--- config.mk ---
export PLATFORM = sky130hd
export DESIGN_NAME = multi_cycle_controller
export DESIGN_NICKNAME = d
export VERILOG_FILES = /design/src/rtl/multi_cycle_controller_pkg.sv /design/src/rtl/multi_cycle_controller_main_decoder.sv /design/src/rtl/multi_cycle_controller.sv
export SDC_FILE = /design/constraint.sdc
export NUM_CORES = 1
export LEC_CHECK = 0
export ABC_AREA = 1
export CORE_UTILIZATION = 28
export DETAILED_ROUTE_END_ITERATION = 10
export GPL_ROUTABILITY_DRIVEN = 0
export SETUP_SLACK_MARGIN = 0.02
export SLEW_MARGIN = 10
export SYNTH_ARGS = -nofsm -noshare
export SYNTH_HDL_FRONTEND = slang
export SYNTH_SLANG_ARGS = --single-unit
--- constraint.sdc ---
create_clock -name clock -period 4.6 [get_ports clock]
set_clock_uncertainty 0.1 [all_clocks]
set_input_delay 0.69 -clock clock [delete_from_list [all_inputs] [get_ports clock]]
set_output_delay 0.69 -clock clock [all_outputs]
set_load 0.1 [all_outputs]
--- src/rtl/multi_cycle_controller_pkg.sv ---
// Shared definitions for the multi-cycle MIPS-subset controller: FSM state
// encoding, opcode/funct values, aluOp codes and the instruction classes the
// main decoder produces. Helper functions map a class to its EXECUTE behaviour.
package multi_cycle_controller_pkg;

  typedef enum logic [2:0] {
    ST_FETCH     = 3'd0,
    ST_DECODE    = 3'd1,
    ST_EXECUTE   = 3'd2,
    ST_MEMORY    = 3'd3,
    ST_WRITEBACK = 3'd4,
    ST_HALT      = 3'd5
  } state_t;

  localparam logic [5:0] OP_RTYPE = 6'h00;
  localparam logic [5:0] OP_J     = 6'h02;
  localparam logic [5:0] OP_JAL   = 6'h03;
  localparam logic [5:0] OP_BEQ   = 6'h04;
  localparam logic [5:0] OP_BNE   = 6'h05;
  localparam logic [5:0] OP_ADDI  = 6'h08;
  localparam logic [5:0] OP_LW    = 6'h23;
  localparam logic [5:0] OP_SW    = 6'h2B;

  localparam logic [5:0] FUNCT_JR = 6'h08;

  localparam logic [2:0] ALU_ADD   = 3'd0;
  localparam logic [2:0] ALU_SUB   = 3'd1;
  localparam logic [2:0] ALU_FUNCT = 3'd2;
  localparam logic [2:0] ALU_PASS  = 3'd3;

  typedef enum logic [3:0] {
    CLS_NOP   = 4'd0,
    CLS_RTYPE = 4'd1,
    CLS_JR    = 4'd2,
    CLS_J     = 4'd3,
    CLS_JAL   = 4'd4,
    CLS_BEQ   = 4'd5,
    CLS_BNE   = 4'd6,
    CLS_ADDI  = 4'd7,
    CLS_LW    = 4'd8,
    CLS_SW    = 4'd9,
    CLS_HALT  = 4'd10
  } instr_class_t;

  // Classes whose EXECUTE cycle is also their last (PC commit) cycle.
  function automatic logic is_exec_final(input instr_class_t cls);
    case (cls)
      CLS_NOP, CLS_JR, CLS_J, CLS_JAL, CLS_BEQ, CLS_BNE: return 1'b1;
      default:                                           return 1'b0;
    endcase
  endfunction

  function automatic logic [2:0] alu_op_for(input instr_class_t cls);
    case (cls)
      CLS_RTYPE:                  return ALU_FUNCT;
      CLS_ADDI, CLS_LW, CLS_SW:   return ALU_ADD;
      CLS_BEQ, CLS_BNE:           return ALU_SUB;
      default:                    return ALU_PASS;
    endcase
  endfunction

endpackage

--- src/rtl/multi_cycle_controller_main_decoder.sv ---
// Main decoder: purely combinational opcode/funct -> instruction class.
// Ports:
//   opcode      in  6  latched instruction opcode
//   funct       in  6  latched instruction funct field
//   instr_class out    decoded class (unknown opcodes decode as CLS_NOP)
//   illegal     out 1  opcode is not part of the supported subset
module multi_cycle_controller_main_decoder
  import multi_cycle_controller_pkg::*;
#(
  parameter logic [5:0] HALT_OPCODE = 6'h3F
) (
  input  logic [5:0]   opcode,
  input  logic [5:0]   funct,
  output instr_class_t instr_class,
  output logic         illegal
);

  always_comb begin
    instr_class = CLS_NOP;
    illegal     = 1'b0;
    // HALT wins even if the parameter collides with a real opcode.
    if (opcode == HALT_OPCODE) begin
      instr_class = CLS_HALT;
    end else begin
      case (opcode)
        OP_RTYPE: instr_class = (funct == FUNCT_JR) ? CLS_JR : CLS_RTYPE;
        OP_J:     instr_class = CLS_J;
        OP_JAL:   instr_class = CLS_JAL;
        OP_BEQ:   instr_class = CLS_BEQ;
        OP_BNE:   instr_class = CLS_BNE;
        OP_ADDI:  instr_class = CLS_ADDI;
        OP_LW:    instr_class = CLS_LW;
        OP_SW:    instr_class = CLS_SW;
        default: begin
          instr_class = CLS_NOP;
          illegal     = 1'b1;
        end
      endcase
    end
  end

endmodule

--- src/rtl/multi_cycle_controller.sv ---
// Multi-cycle control FSM for the MIPS-subset core.
// Sequences FETCH/DECODE/EXECUTE/MEMORY/WRITEBACK, drives PC-handler selects
// with a one-cycle pcWrite per retired instruction, counts retirements.
// Ports:
//   clock, resetN        clock (rising edge), async active-low reset
//   instrIn[31:0]        instruction word, sampled in FETCH when memReady=1
//   zero                 ALU zero flag (consumed by the PC handler, not here)
//   memReady             memory access completes this cycle
//   pcWrite/irWrite/memRead/memWrite/regWrite   datapath strobes
//   aluOp[2:0]           0 add, 1 sub, 2 funct-decoded, 3 pass
//   branchEqual/branchNotEqual/jSignal/jrSignal/jalSignal  PC selects
//   illegal              sticky unknown-opcode flag
//   halted               FSM parked in HALT
//   instrCount           retired-instruction counter (wraps)
module multi_cycle_controller
  import multi_cycle_controller_pkg::*;
#(
  parameter int         COUNT_WIDTH = 32,
  parameter logic [5:0] HALT_OPCODE = 6'h3F
) (
  input  logic                   clock,
  input  logic                   resetN,
  input  logic [31:0]            instrIn,
  input  logic                   zero,
  input  logic                   memReady,
  output logic                   pcWrite,
  output logic                   irWrite,
  output logic                   memRead,
  output logic                   memWrite,
  output logic                   regWrite,
  output logic [2:0]             aluOp,
  output logic                   branchEqual,
  output logic                   branchNotEqual,
  output logic                   jSignal,
  output logic                   jrSignal,
  output logic                   jalSignal,
  output logic                   illegal,
  output logic                   halted,
  output logic [COUNT_WIDTH-1:0] instrCount
);

  state_t                 state_q, state_d;
  logic [5:0]             opcode_q, opcode_d;
  logic [5:0]             funct_q, funct_d;
  logic                   illegal_q, illegal_d;
  logic [COUNT_WIDTH-1:0] count_q, count_d;

  instr_class_t cls;
  logic         dec_illegal;
  logic         pc_write;

  // zero is resolved by the PC handler; only opcode/funct bits are decoded.
  logic unused_inputs;
  assign unused_inputs = ^{zero, instrIn[25:6]};

  multi_cycle_controller_main_decoder #(
    .HALT_OPCODE (HALT_OPCODE)
  ) u_main_decoder (
    .opcode      (opcode_q),
    .funct       (funct_q),
    .instr_class (cls),
    .illegal     (dec_illegal)
  );

  // Outputs decode from registered state and latched opcode/funct. The only
  // memReady-qualified strobes are irWrite in FETCH and the sw commit in
  // MEMORY, which must land in the cycle the write completes.
  always_comb begin
    pc_write       = 1'b0;
    irWrite        = 1'b0;
    memRead        = 1'b0;
    memWrite       = 1'b0;
    regWrite       = 1'b0;
    aluOp          = ALU_ADD;
    branchEqual    = 1'b0;
    branchNotEqual = 1'b0;
    jSignal        = 1'b0;
    jrSignal       = 1'b0;
    jalSignal      = 1'b0;
    halted         = 1'b0;
    case (state_q)
      ST_FETCH: begin
        memRead = 1'b1;
        irWrite = memReady;
      end
      ST_EXECUTE: begin
        aluOp = alu_op_for(cls);
        if (is_exec_final(cls)) begin
          pc_write       = 1'b1;
          branchEqual    = (cls == CLS_BEQ);
          branchNotEqual = (cls == CLS_BNE);
          jSignal        = (cls == CLS_J);
          jrSignal       = (cls == CLS_JR);
          jalSignal      = (cls == CLS_JAL);
          regWrite       = (cls == CLS_JAL);
        end
      end
      ST_MEMORY: begin
        memRead  = (cls == CLS_LW);
        memWrite = (cls == CLS_SW);
        pc_write = (cls == CLS_SW) && memReady;
      end
      ST_WRITEBACK: begin
        regWrite = 1'b1;
        pc_write = 1'b1;
      end
      ST_HALT: halted = 1'b1;
      default: ;
    endcase
  end

  assign pcWrite    = pc_write;
  assign illegal    = illegal_q;
  assign instrCount = count_q;

  always_comb begin
    state_d   = state_q;
    opcode_d  = opcode_q;
    funct_d   = funct_q;
    illegal_d = illegal_q;
    count_d   = pc_write ? count_q + {{(COUNT_WIDTH-1){1'b0}}, 1'b1} : count_q;
    case (state_q)
      ST_FETCH: begin
        if (memReady) begin
          opcode_d = instrIn[31:26];
          funct_d  = instrIn[5:0];
          state_d  = ST_DECODE;
        end
      end
      ST_DECODE: begin
        illegal_d = illegal_q | dec_illegal;
        state_d   = (cls == CLS_HALT) ? ST_HALT : ST_EXECUTE;
      end
      ST_EXECUTE: begin
        case (cls)
          CLS_LW, CLS_SW:      state_d = ST_MEMORY;
          CLS_RTYPE, CLS_ADDI: state_d = ST_WRITEBACK;
          default:             state_d = ST_FETCH;
        endcase
      end
      ST_MEMORY: begin
        if (memReady) state_d = (cls == CLS_LW) ? ST_WRITEBACK : ST_FETCH;
      end
      ST_WRITEBACK: state_d = ST_FETCH;
      ST_HALT:      state_d = ST_HALT;
      default:      state_d = ST_FETCH;
    endcase
  end

  always_ff @(posedge clock or negedge resetN) begin
    if (!resetN) begin
      state_q   <= ST_FETCH;
      opcode_q  <= 6'd0;
      funct_q   <= 6'd0;
      illegal_q <= 1'b0;
      count_q   <= '0;
    end else begin
      state_q   <= state_d;
      opcode_q  <= opcode_d;
      funct_q   <= funct_d;
      illegal_q <= illegal_d;
      count_q   <= count_d;
    end
  end

endmodule

Yosys cells after proc, flatten, opt, wreduce, memory -nomap -nowiden
Index checks and enable logic that the tools add are counted.

storage, ports and cells
  output and inout bits = 47
  register bits = 48
  input port bits = 36

operators by class
  bitwise operators = 1
  eq/ne operators = 26
  add/subtract/negate cells = 1
  reduce and logical (&&, ||, !) cells = 12
  multiplexer cells = 32

operators with widths
  kind                   number
  $add 32x1->32 const B  1
  $pmux 4 s8             1
  $eq 6x6->1 const B     3
  $mux 1                 18
  $eq 4x3->1 const B     4
  $pmux 3 s5             1
  $eq 4x4->1 const B     3
  $eq 6x2->1 const B     2
  $eq 6x3->1 const B     2
  $eq 6x4->1 const B     2
  $mux 3                 4
  $eq 4x2->1 const B     2
  $reduce_or 8->1        1
  $eq 3x2->1 const B     2
  $eq 3x3->1 const B     2
  $logic_not 6->1        1
  $pmux 2 s3             1
  $pmux 3 s2             1
  $reduce_or 2->1        3
  $reduce_or 6->1        1
  $eq 4x1->1 const B     1
  $logic_not 4->1        1
  $mux 2                 2
  $mux 4                 1
  9 further kinds        12

Depth between registers and ports, before layout
Gate-level depths: netlist (run 1).

  depth after elaboration = 10
  mapped depth = 13
  gate-level depth less buffers = 12

Modules after synthesis
A second synthesis (run 1) with hierarchy kept.

second synthesis, totals
  cells, all modules = 493
  area, all modules = 3206.8 µm²

by module, submodules not included
  module                               times used  area an instance (µm²)  cells an instance
  multi_cycle_controller               1           2995.4                  447
  multi_cycle_controller_main_decoder  1           211.5                   46

Worst setup path after synthesis (run 1)
Ideal clock, no wire load.

  path type = register to output
  start = reg opcode_q[5]
  end = out jalSignal
  slack = 0.762 ns
  stages on the path, launching flop included = 8
  data arrival time = 3.048 ns
  cell sequence = dfrtp_1 > inv_1 > nand2_1 > nor2_1 > nand2_1 > nand3_2 > nand2_1 > nor3_1

on the way
  cells in the longest elaborated chain, start to end = 9

RTL lines
  what                                      line                                       source
  start, declared                           multi_cycle_controller.sv:43               logic [5:0] opcode_q, opcode_d;
  start signal, assigned                    multi_cycle_controller.sv:159              opcode_q <= opcode_d;
  $eq 6x6->1, or another cell as far along  multi_cycle_controller_main_decoder.sv:25  case (opcode)
  $pmux 4 s8                                multi_cycle_controller_main_decoder.sv:25
  $mux 4 *                                  multi_cycle_controller_main_decoder.sv:22  if (opcode == HALT_OPCODE) begin
  $eq 4x3->1, or another cell as far along  multi_cycle_controller_pkg.sv:47           case (cls)
  $reduce_or 6->1                           multi_cycle_controller_pkg.sv:47
  $mux 1                                    multi_cycle_controller_pkg.sv:47
  $mux 1                                    multi_cycle_controller.sv:81               case (state_q)
  $mux 1 *                                  multi_cycle_controller.sv:88               if (is_exec_final(cls)) begin
  $mux 1 *                                  multi_cycle_controller.sv:81
  end, declared                             multi_cycle_controller.sv:36               output logic jalSignal,

Mark *: on every way between the ends. The rest lies on a longest branch, timed or not. The select of a mux whose other input is x is not followed.

Worst setup path in the final report (run 1)
  start = reg opcode_q[2]
  end = out branchEqual

on the way
  cells in the longest elaborated chain, start to end = 9

RTL lines
  what                                      line                                                            source
  $eq 6x6->1, or another cell as far along  multi_cycle_controller_main_decoder.sv:25
  $pmux 4 s8                                multi_cycle_controller_main_decoder.sv:25
  $mux 4 *                                  multi_cycle_controller_main_decoder.sv:22
  $eq 4x3->1, or another cell as far along  multi_cycle_controller_pkg.sv:47, multi_cycle_controller.sv:90
  $reduce_or 6->1                           multi_cycle_controller_pkg.sv:47
  $mux 1                                    multi_cycle_controller_pkg.sv:47
  $mux 1                                    multi_cycle_controller.sv:81
  $mux 1 *                                  multi_cycle_controller.sv:88
  $mux 1 *                                  multi_cycle_controller.sv:81
  end, declared                             multi_cycle_controller.sv:32                                    output logic branchEqual,

Marked as above.

==> impl_metrics.py, run 1 <==
metrics = {
    "place": {
        "place_hpwl_um": 6190,
        "portBuffers": 60,
        "dp_cells": 636,
    },
    "die": {
        "die_area_mm2": 0.0116,
        "num_rows": 38,
        "io_pins": 83,
        "core-area_mm2": 0.0109,
        "fp.dieH_um": 108,
        "chipWidth_um": 108,
        "start_util": 0.288,
    },
    "sta": {
        "fin_crit_sh": 0.814,
        "setup_tns_ns": 0,
        "slew_viol_final": 0,
        "max_freq_ghz": 0.267,
        "setup_viol": 0,
        "worst_pin_slew_ns": 1.04,
        "min_period_ns": 3.74,
        "hold_viol": 0,
        "relSlewSlack": 0.306,
        "rsz0062_at_grt": "false",
    },
    "critical_path": {
        "cp_max_fo": 6,
        "crit_type": "register to primary output",
        "crit_required_ns": 3.81,
        "cp-startpoint": "opcode_q[2]",
        "endpoint_kind": "primary output",
        "start_kind": "register",
        "r2r_end": "instrCount[19]",
        "endpoint": "branchEqual",
        "r2r_slack_ns": 2.11,
        "reg2reg_depth": 10,
        "arrival_ns": 2.95,
        "r2r-start": "opcode_q[5]",
    },
    "synth": {
        "syn_inst": 449,
        "synth_top_cell_area_share": 0.383,
        "syn-num-nets": 486,
        "synth_top_cell_by_area": "dfrtp_1",
        "yosysWarnings": 0,
        "synthMostInstantiatedCell": "nand2_1",
        "syn_area_per_cell_um2": 6.98,
        "synth_cell_types": 28,
        "synth_common_cells": "161 x nand2_1, 58 x nor2_1, 48 x dfrtp_1",
        "syn_area_mm2": 0.00313,
        "ys_ff_latch": 48,
        "synth_flop_cell": "dfrtp_1",
        "synth_edf_count": 0,
        "yosys-top-cells-area": "dfrtp_1 38%, nand2_1 19%, nand4_1 8.2%",
        "async_flop_share": 1.00,
        "ys_seq_area_frac": 0.383,
    },
    "grt": {
        "grt_pass1_wl_um": 14400,
        "grt_max_degree": 49,
        "grt_pass1_vias": 2937,
        "antenna_found_initial": 0,
        "grt_use_total": 0.154,
        "overflow": 0,
    },
    "detailed_routing": {
        "vias": 3022,
        "drc": 0,
        "drtAntennaViolNets": 0,
        "first_iter_violations": 167,
        "dr.pass1.iters": 4,
        "wl_um": 8330,
        "viasPerCell": 4.69,
        "wl_per_cell_um": 12.9,
    },
    "power_and_ir_drop": {
        "internal_power_uw": 878,
        "power.share.combinational": 0.517,
        "peakVddDrop_mv": 0.386,
        "clkPwrFrac": 0.169,
        "p_sw_uw": 950,
        "power_density_mw_per_mm2": 464,
        "power.switching_fraction": 0.520,
        "leakage_nw": 1.86,
        "power_frac_seq": 0.314,
    },
    "cts": {
        "cts.sinks": 48,
        "numCtsBuffers": 5,
        "postCtsHoldBufs": 0,
        "cts_root_buffer": "clkbuf_8",
        "cts.clk_slew.worst_paths_ns": 0.10,
        "cts_tree": "built",
        "clockBufferDepth": 2,
        "worst_skew_pair.late_latency_ns": 0.30,
        "post_cts_buffers": 0,
        "post_cts_resized": 0,
        "cts_max_level": 2,
    },
    "finish": {
        "finalNonFillerCells": 644,
        "nNetsFinal": 540,
        "insertedDiodeCount": 0,
        "area_growth_pct": 25.7,
        "drive_above_1_share": 0.0536,
    },
    "run_status": {
        "status": "complete, no violations",
    },
    "job": {
        "cap_violations": 0,
    },
    "worst_hold_path": {
        "hold_path_class": "primary input to asynchronous set/reset pin",
    },
}
[how the worst min path moves through the flow]
stage | endpoint | slack [ns] | depth (start not counted)
5_1_grt | funct_q[1] | 0.34 | 1
3_3_place_gp | illegal | 0.36 | 2
3_5_place_dp | funct_q[5] | 0.36 | 2
6_report | funct_q[1] | 0.30 | 1
4_1_cts | funct_q[5] | 0.39 | 2
2_1_floorplan | funct_q[0] | 0.29 | 0
[cells by family after synthesis]
group | Yosys count | share of synthesized area
flops | 48 | 0.383
simple gates | 305 | 0.437
other cells | 1 | 0.00120
fa+ha+maj | 1 | 0.00399
buf+inv | 51 | 0.0719
compound gates | 15 | 0.0248
xor+xnor | 28 | 0.0783
[registers in the layout, summed over array words and instances, names as in the netlist]
signal      cells
illegal         1
opcode_q        6
state_q         3
instrCount     32
funct_q         6
[power by group through the flow]
| stage | logic (mW) | clock network (mW) | registers, mW |
|---|---|---|---|
| after detailed placement | 0.949 | 0 | 0.582 |
| after floorplan | 0.686 | 0 | 0.676 |
| after global placement | 0.938 | 0 | 0.579 |
| after CTS | 0.953 | 0.320 | 0.574 |
| after global routing | 1.03 | 0.339 | 0.583 |
| final | 0.944 | 0.310 | 0.574 |
[critical path, cell delays in order, from the launching register on]
cell and delay [ns]:
dfrtp_1 0.45, nor2_2 0.28, inv_2 0.06, nor3_2 0.16, o21ai_1 0.12, nand2_1 0.12, nand2_1 0.11, nor2_1 0.18
clkdlybuf4s50_1 1.17
[metrics by stage]
step	hold slack, ns	utilization	instance area, um^2	worst slack, ns	power [mW]
after floorplan	0.294	-	3130	0.762	1.36
after global placement	0.355	0.351	3820	1.25	1.52
after detailed placement	0.360	0.351	3820	1.24	1.53
after CTS	0.386	0.361	3940	0.864	1.85
after global routing	0.342	0.362	3940	0.681	1.96
final	0.297	0.362	3940	0.858	1.83
[final cells by class]
class / instances / area, um^2
Clock buffer: 5 / 68.8
Clock inverter: 3 / 42.5
Fill cell: 1177 / 6950
Inverter: 36 / 135
Multi-Input combinational cell: 350 / 1710
Sequential cell: 48 / 1200
Tap cell: 140 / 175
Timing Repair Buffer: 62 / 608
[layer usage]
metal  part of all wire  vias up  wire length, um  GRT usage
met2               0.46       83             3870      0.259
met3              0.059        6              491     0.0369
met5                  0        -                0          0
met1               0.47     1376             3910      0.198
li1                   -     1557                -          -
met4             0.0072        0               60     0.0352
[cells in the final DEF (no fill, tap or decap), drive strengths merged, types with 4 or more instances in the layout]
master,instances
nand2,162
nor2,59
clkdlybuf4s50,57
dfrtp,48
nand4,41
inv,36
nand3,23
xor2,17
nor3,12
xnor2,11
o21ai,11
clkbuf,5
buf,5
nor3b,4
Power figures use the tool's default switching activity.
==> inputs of run 2 (changes only) <==
==> constraint.sdc (replaced) <==
create_clock -name clock -period 3.2 [get_ports clock]
set_clock_uncertainty 0.1 [all_clocks]
set_input_delay 0.48 -clock clock [delete_from_list [all_inputs] [get_ports clock]]
set_output_delay 0.48 -clock clock [all_outputs]
set_load 0.1 [all_outputs]
==> run 2 against run 1 <==
Effect of this change: sequential share of layout area grew 0.36 points; final area shrank 1.2%; clock-buffer cell count grew 2; combinational power grew 49%; total power grew 49%; worst setup slack lost 0.45 ns; global-route usage shrank 0.23 points; critical path depth grew 3; critical endpoint is now pcWrite; highest routed layer unchanged.
==> impl_metrics.py, run 2 (synthesized netlist as in run 1, its figures left out) <==
metrics = {
    "cts": {
        "numCtsBuffers": 5,
        "worst_skew_pair.late_latency_ns": 0.30,
        "clockBufferDepth": 2,
        "post_cts_buffers": 0,
        "cts.sinks": 48,
        "cts_tree": "built",
        "cts_root_buffer": "clkbuf_8",
        "cts_max_level": 2,
        "cts.clk_slew.worst_paths_ns": 0.09,
        "postCtsHoldBufs": 0,
        "post_cts_resized": 0,
    },
    "power_and_ir_drop": {
        "leakage_nw": 1.97,
        "power_mw": 2.73,
        "power_density_mw_per_mm2": 701,
        "peakVddDrop_mv": 0.477,
    },
    "detailed_routing": {
        "drc": 0,
        "drtAntennaViolNets": 0,
        "first_iter_violations": 197,
        "wl_um": 8320,
        "wl_per_cell_um": 12.9,
        "dr.pass1.iters": 4,
        "viasPerCell": 4.82,
        "vias": 3111,
    },
    "sta": {
        "relSlewSlack": 0.286,
        "fin_crit_sh": 0.873,
        "worst_pin_slew_ns": 1.07,
        "min_period_ns": 2.79,
        "setup_viol": 0,
        "rsz0062_at_grt": "false",
        "max_freq_ghz": 0.358,
        "hold_viol": 0,
        "slew_viol_final": 0,
        "setup_tns_ns": 0,
    },
    "finish": {
        "layout_common_cells": "161 x nand2_1, 58 x nor2_1, 48 x dfrtp_1, 48 x buf_4, 41 x nand4_1",
        "layout_commonest_cell": "nand2_1",
        "nNetsFinal": 542,
        "largest_reg_flops": 32,
        "area_growth_pct": 24.2,
        "drive_above_1_share": 0.146,
        "insertedDiodeCount": 0,
    },
    "critical_path": {
        "r2r_slack_ns": 0.86,
        "crit_type": "register to primary output",
        "arrival_ns": 2.21,
        "slowest_stage": "dfrtp_1",
        "cpPeakStageDelay_ns": 0.42,
        "start_kind": "register",
        "r2r-start": "opcode_q[4]",
        "endpoint_kind": "primary output",
        "r2r_end": "instrCount[27]",
        "cp-startpoint": "opcode_q[4]",
        "reg2reg_depth": 13,
        "crit_path_frequent_cell": "nand2_1",
        "endpoint": "pcWrite",
        "crit_required_ns": 2.62,
        "cp_cell_sequence": "inv_1 -> nand2_1 -> nor2_1 -> nand2_1 -> inv_2 -> nor2_1 -> nand2_1 -> nand2_1 -> nand2_4 -> nand3_4 -> buf_12",
        "cp_max_fo": 33,
    },
    "grt": {
        "grt_max_degree": 49,
        "overflow": 0,
        "grt_pass1_wl_um": 14000,
        "grt_use_total": 0.152,
        "grt_pass1_vias": 2888,
        "antenna_found_initial": 0,
    },
    "die": {
        "core-area_mm2": 0.0109,
        "fp.dieH_um": 108,
        "num_rows": 38,
        "io_pins": 83,
        "die_area_mm2": 0.0116,
        "chipWidth_um": 108,
        "start_util": 0.288,
    },
    "run_status": {
        "status": "complete, no violations",
    },
    "place": {
        "place_hpwl_um": 6250,
        "portBuffers": 60,
    },
    "job": {
        "cap_violations": 0,
    },
    "worst_hold_path": {
        "hold_path_class": "primary input to asynchronous set/reset pin",
    },
}
-- run 2: worst min path at each step --
stage	endpoint	slack, ns	cells past startpoint
2_1_floorplan	funct_q[0]	0.08	0
3_3_place_gp	funct_q[4]	0.36	2
3_5_place_dp	funct_q[4]	0.36	2
4_1_cts	funct_q[0]	0.31	1
5_1_grt	funct_q[0]	0.36	1
6_report	funct_q[0]	0.27	1
-- run 2: routing by layer --
layer  part of all wire  vias to the layer above  track usage
met1               0.46                     1463        0.195
met2               0.47                       74        0.253
met4              0.015                        0       0.0440
met5                  0                        -            0
li1                   -                     1564            -
met3              0.050                       10       0.0339
-- run 2: where the power goes --
| group | total, mW | leakage [nW] | internal (mW) | switching (mW) |
|---|---|---|---|---|
| Combinational | 1.41 | 1.27 | 0.345 | 1.06 |
| Clock | 0.489 | 0.0645 | 0.276 | 0.213 |
| Sequential | 0.830 | 0.639 | 0.717 | 0.113 |
| Total | 2.73 | 1.97 | 1.34 | 1.39 |
-- run 2: critical path: cells and delay by family, from the launching register on --
family / cells / cell delay [ns]
AND/OR/NAND/NOR: 8 / 1.14
buffers and inverters: 3 / 0.34
flip-flops: 1 / 0.42
-- run 2: cell type report --
class / count / area (um^2)
fillers: 1164 / 7000
multi-input cells: 350 / 1720
flip-flops and latches: 48 / 1200
repair buffers: 64 / 536
well taps: 140 / 175
inverters: 36 / 135
clock buffers: 7 / 96.3
clock inverters: 1 / 30.0
-- run 2: through the flow --
stage	instances	hold WS [ns]	setup slack, ns	area [um^2]	utilization
floorplan	449	0.0844	0.221	3140	-
global placement	638	0.359	0.738	3760	0.346
detailed placement	638	0.362	0.716	3760	0.346
CTS	646	0.306	0.376	3890	0.357
global route	646	0.356	0.170	3890	0.357
finish	646	0.269	0.408	3890	0.357
==> inputs of run 3 (changes only) <==
--- a/config.mk
+++ b/config.mk
@@ -14,3 +14,4 @@
 export SYNTH_ARGS = -nofsm -noshare
 export SYNTH_HDL_FRONTEND = slang
 export SYNTH_SLANG_ARGS = --single-unit
+export TNS_END_PERCENT = 100
==> results of run 3 <==
Same layout as run 2: the final DEF is identical, and so are final timing and power.
==> variant 1, RTL diff (settings of run 2) <==
Register the output `instrCount` once more, without a reset; this adds one clock of latency there. The other outputs are not delayed to match.
--- a/src/rtl/multi_cycle_controller.sv
+++ b/src/rtl/multi_cycle_controller.sv
@@ -113,3 +113,5 @@
   assign illegal    = illegal_q;
-  assign instrCount = count_q;
+  always_ff @(posedge clock) begin
+    instrCount <= count_q;
+  end
 
Formal check against the unedited RTL: not equivalent (Yosys sat finds a counterexample within 4 cycles, from zero or initial values and one cycle with resetN low).
==> variant 1 against run 2 <==
- die area up 21%
- synthesized area up 21%
- final area up 23%
- sequential share of layout area up 7.7 points
- worst hold slack worse by 0.14 ns
- sequential cell count up 32
- worst setup slack worse by 0.080 ns
- routed wire length up 7.1%
- power up 37%
- global-route usage down 1.3 points
==> variant 1: results (changes against run 2) <==
- **outcome** complete, no violations
- **worst ir drop on vdd** 652.4 uV, +37%
- **Slew Limit Headroom** 0.5823, +0.2961
- **multi-input logic cell count** 356, +1.7%
- **leakage power** 2.325 nW, +18%
- **via count of the first global-routing pass** 3198, +11%
- **half-perimeter wire length after placement** 6588 um, +5.5%
- **NumNets Final** 584, +7.7%
- **final-layout clock-cell area share** 0.06440, +0.03192
- **number of nets produced by synthesis** 524, +7.8%
- **highest cell delay on the worst timing path** 0.44 ns, +0.02 ns
- **capture instance of the worst register-to-register path** count_q[28]$_DFFE_PN0P_
- **total routing resource utilization after global routing** 0.1390, -0.01272
- **FF-to-FF setup slack** 0.82 ns, -0.04 ns
- **sum of routed wire segments on met1** 3999 um, +3.6%
- **start point of the critical path** opcode_q[5]$_DFFE_PN0P_
- **source-to-sink clock delay at the later pin of the worst-skew pair** 0.35 ns, +0.05 ns
- **ratio of routed vias to standard cells** 4.567, -5.2%
- **routed wire length on met3** 566 um, +37%
- **Filler Cells Inserted** 1421, +22%
- **share of final layout cell area taken by non-clock buffers** 0.1120, -0.02558
- **cells on worst reg2reg path** 11, -2
- **switching power total** 0.001614 W, +16%
- **CTS Buf Count** 9, +4
- **Iteration-0 DRC Markers** 198, +0.51%
- **clock tree root buffer cell** sky130_fd_sc_hd__clkbuf_16
- **signal arrival time at the worst endpoint** 2.29 ns, +0.08 ns
- **routed wire length** 8909 um, +7.1%
- **fraction of area in multi-input gates** 0.3639, -0.07760
- **sequential share of cell area** 0.3853, +0.07666
- **top cells by area in the synthesized netlist** sky130_fd_sc_hd__dfrtp_1 (32%), sky130_fd_sc_hd__dfxtp_1 (17%), sky130_fd_sc_hd__nand2_1 (16%), sky130_fd_sc_hd__nand4_1 (5.9%), sky130_fd_sc_hd__nor2_1 (5.2%)
- **met3 Use GR** 0.03909, +0.005194
- **clock buffers** 11, +4
- **clk slew on worst S/H paths** 0.06 ns, -0.03 ns
- **Routed met2 length** 4034 um, +2.9%
- **post-synthesis async set-or-reset flop share** 0.6000, -0.4000
- **CTS H-tree lvls** 3, +1
variant 1: power by group through the flow:
stage	clock network (W)	logic (W)	registers [W]
3_5_place_dp	0	0.00144	0.00128
4_1_cts	0.00107	0.00145	0.00127
2_1_floorplan	0	0.00100	0.00143
6_report	0.00104	0.00144	0.00127
5_1_grt	0.00111	0.00156	0.00129
3_3_place_gp	0	0.00142	0.00128
variant 1: logic make-up (layout without fill, tap and decap cells):
family,after synthesis,after routing,share of synthesized area
DFF,80,80,0.4850
other,1,1,0.0009875
AOI/OAI and AO/OA,16,16,0.02175
and+or+nand+nor,313,313,0.3713
xor gates and xnor gates,25,25,0.05766
adders and majority gates,1,1,0.003294
buffers and inverters,51,116,0.05996
variant 1: how the worst max path moves through the flow:
stage | slack, ns | to
3_5_place_dp | 0.74 | pcWrite
6_report | 0.33 | pcWrite
2_1_floorplan | 0.18 | aluOp[1]
4_1_cts | 0.36 | pcWrite
3_3_place_gp | 0.76 | pcWrite
5_1_grt | 0.15 | pcWrite
variant 1: critical path: cells and delay by family, from the launching register on:
family                 cells  cell delay (ns)
buffers and inverters      3             0.71
and+or+nand+nor            6             0.84
DFF                        1             0.40
variant 1: stage by stage:
| stage | hold WS (ns) | area, um2 | instances | power [W] | setup slack, ns |
|---|---|---|---|---|---|
| finish | 0.1308 | 4780 | 728 | 0.003750 | 0.3275 |
| global route | 0.1908 | 4780 | 728 | 0.003962 | 0.1534 |
| CTS | 0.1494 | 4780 | 728 | 0.003786 | 0.3590 |
| detailed placement | 0.3182 | 4472 | 712 | 0.002728 | 0.7392 |
| global placement | 0.3030 | 4472 | 712 | 0.002702 | 0.7635 |
| floorplan | 0.08441 | 3809 | 487 | 0.002433 | 0.1826 |
==> variant 2, RTL diff (flow settings as in run 2) <==
Without the edit above. Set the parameter `COUNT_WIDTH` to 64 (it was 32).
--- a/src/rtl/multi_cycle_controller.sv
+++ b/src/rtl/multi_cycle_controller.sv
@@ -17,3 +17,3 @@
 #(
-  parameter int         COUNT_WIDTH = 32,
+  parameter int         COUNT_WIDTH = 64,
   parameter logic [5:0] HALT_OPCODE = 6'h3F
Ports: changed (resized instrCount); port bits go from 83 to 115. No check against the original RTL was run, so the function may have changed too.
==> variant 2 against run 2 <==
- synthesized area is 78% higher
- critical path depth decreased by 3
- final area up 76%
- synthesized cell count increased by 89%
- power grew 44%
- sequential cell count increased by 32
- routed wire length up 110%
- worst setup slack improved by 0.13 ns
- critical path type unchanged
- largest cell class unchanged
- largest power group unchanged
- highest routed layer unchanged
==> variant 2: results (changes against run 2) <==
- **Clock Sinks** 80, +67%
- **synth cell count leaders** sky130_fd_sc_hd__nand2_1 (291), sky130_fd_sc_hd__nand3_1 (115), sky130_fd_sc_hd__nor2_1 (110)
- **nonclk inv count** 83, +130%
- **area of the multi-input gates** 0.003119 mm2, +82%
- **clk slew on worst S/H paths** 0.06 ns, -0.03 ns
- **power per standard cell area** 575.1 mW/mm2, -18%
- **NumNets Final** 968, +79%
- **worst ir drop on vdd** 1093 uV, +130%
- **final-layout clock-cell area share** 0.04198, +0.009503
- **fraction of power consumed by the clock network** 0.261, +0.082
- **number of buffers added on ports** 92, +53%
- **First-pass DRT Iterations** 7, +3
- **buffer count excluding the clock tree in the final layout** 96, +50%
- **Largest register FFs** 64, +100%
- **CTS Buf Count** 9, +4
- **Iteration-0 DRC Markers** 449, +130%
- **highest cell delay on the worst timing path** 0.40 ns, -0.02 ns
- **share of final layout cell area taken by non-clock buffers** 0.1172, -0.02045
- **cell internal pwr** 0.002134 W, +59%
- **via count of the first global-routing pass** 5238, +81%
- **leakage power** 3.295 nW, +67%
- **sequential share of the synthesized area** 0.3598, -0.02359
- **outcome** complete, no violations
- **half-perimeter wire length after placement** 13510 um, +120%
- **start point of the critical path** state_q[2]$_DFFE_PN0P_
- **total routing resource utilization after global routing** 0.1786, +0.02685
- **Slew Limit Headroom** 0.3112, +0.02500
- **crit path max fanout** 7, -79%
- **number of nets produced by synthesis** 885, +82%
- **library cells used by synthesis** 33, +18%
- **multi-input logic cell count** 661, +89%
- **via total after detailed routing** 5660, +82%
- **layout cells sized above 1** 0.1294, -0.01683
- **Filler Cells Inserted** 2107, +81%
- **beginning of the worst register-to-register path** instrCount[0]$_DFFE_PN0P_
==> variant 2: changes by cell type in the layout (fill, tap and decap cells not counted), sizes merged, moves of 4 or more <==
cell    change
xnor2       +8
inv        +47
buf        +32
nor3       +17
nand3      +93
nand4      -18
nor2       +59
nand2     +131
dfrtp      +32
nor3b       -4
clkbuf      +4
xor2       +14
==> variant 2: through the flow <==
step	cells	utilization	setup slack, ns	cell area, um2	hold slack, ns
after CTS	1200	0.3522	0.5182	6855	0.2621
after global routing	1200	0.3522	0.3585	6855	0.3102
after global placement	1185	0.3374	0.7718	6568	0.3606
after floorplan	848	-	0.08122	5583	0.08441
final	1200	0.3522	0.5371	6855	0.2048
after detailed placement	1185	0.3374	0.7824	6568	0.3636
==> variant 2: path summary, 6_finish.rpt <==
path,endpoint,cells past startpoint,slack [ns]
worst max-delay path,jalSignal,8,0.54
worst min-delay path,funct_q[5]$_DFFE_PN0P_,1,0.20
worst max register to register,instrCount[54]$_DFFE_PN0P_,10,0.71
worst min register to register,funct_q[4]$_DFFE_PN0P_,2,0.38
max in group asynchronous,instrCount[32]$_DFFE_PN0P_,1,2.12
min in group clock,funct_q[4]$_DFFE_PN0P_,2,0.38
==> variant 2: routing by layer <==
layer  GRT usage  up-vias  part of all wire
met5           0        -                 0
met4     0.05886        0             0.017
met2      0.2873      160              0.46
li1            -     2861                 -
met1      0.2338     2621              0.46
met3     0.04259       18             0.060
==> variant 2: cell families (layout without fill, tap and decap cells) <==
group | Yosys count | count (layout) | synth area share
xor gates and xnor gates | 50 | 50 | 0.07870
DFF | 80 | 80 | 0.3598
AOI/OAI and AO/OA | 21 | 21 | 0.02091
other | 1 | 1 | 0.0006740
adders and majority gates | 1 | 1 | 0.002248
buffers and inverters | 107 | 194 | 0.08298
and+or+nand+nor | 588 | 588 | 0.4547
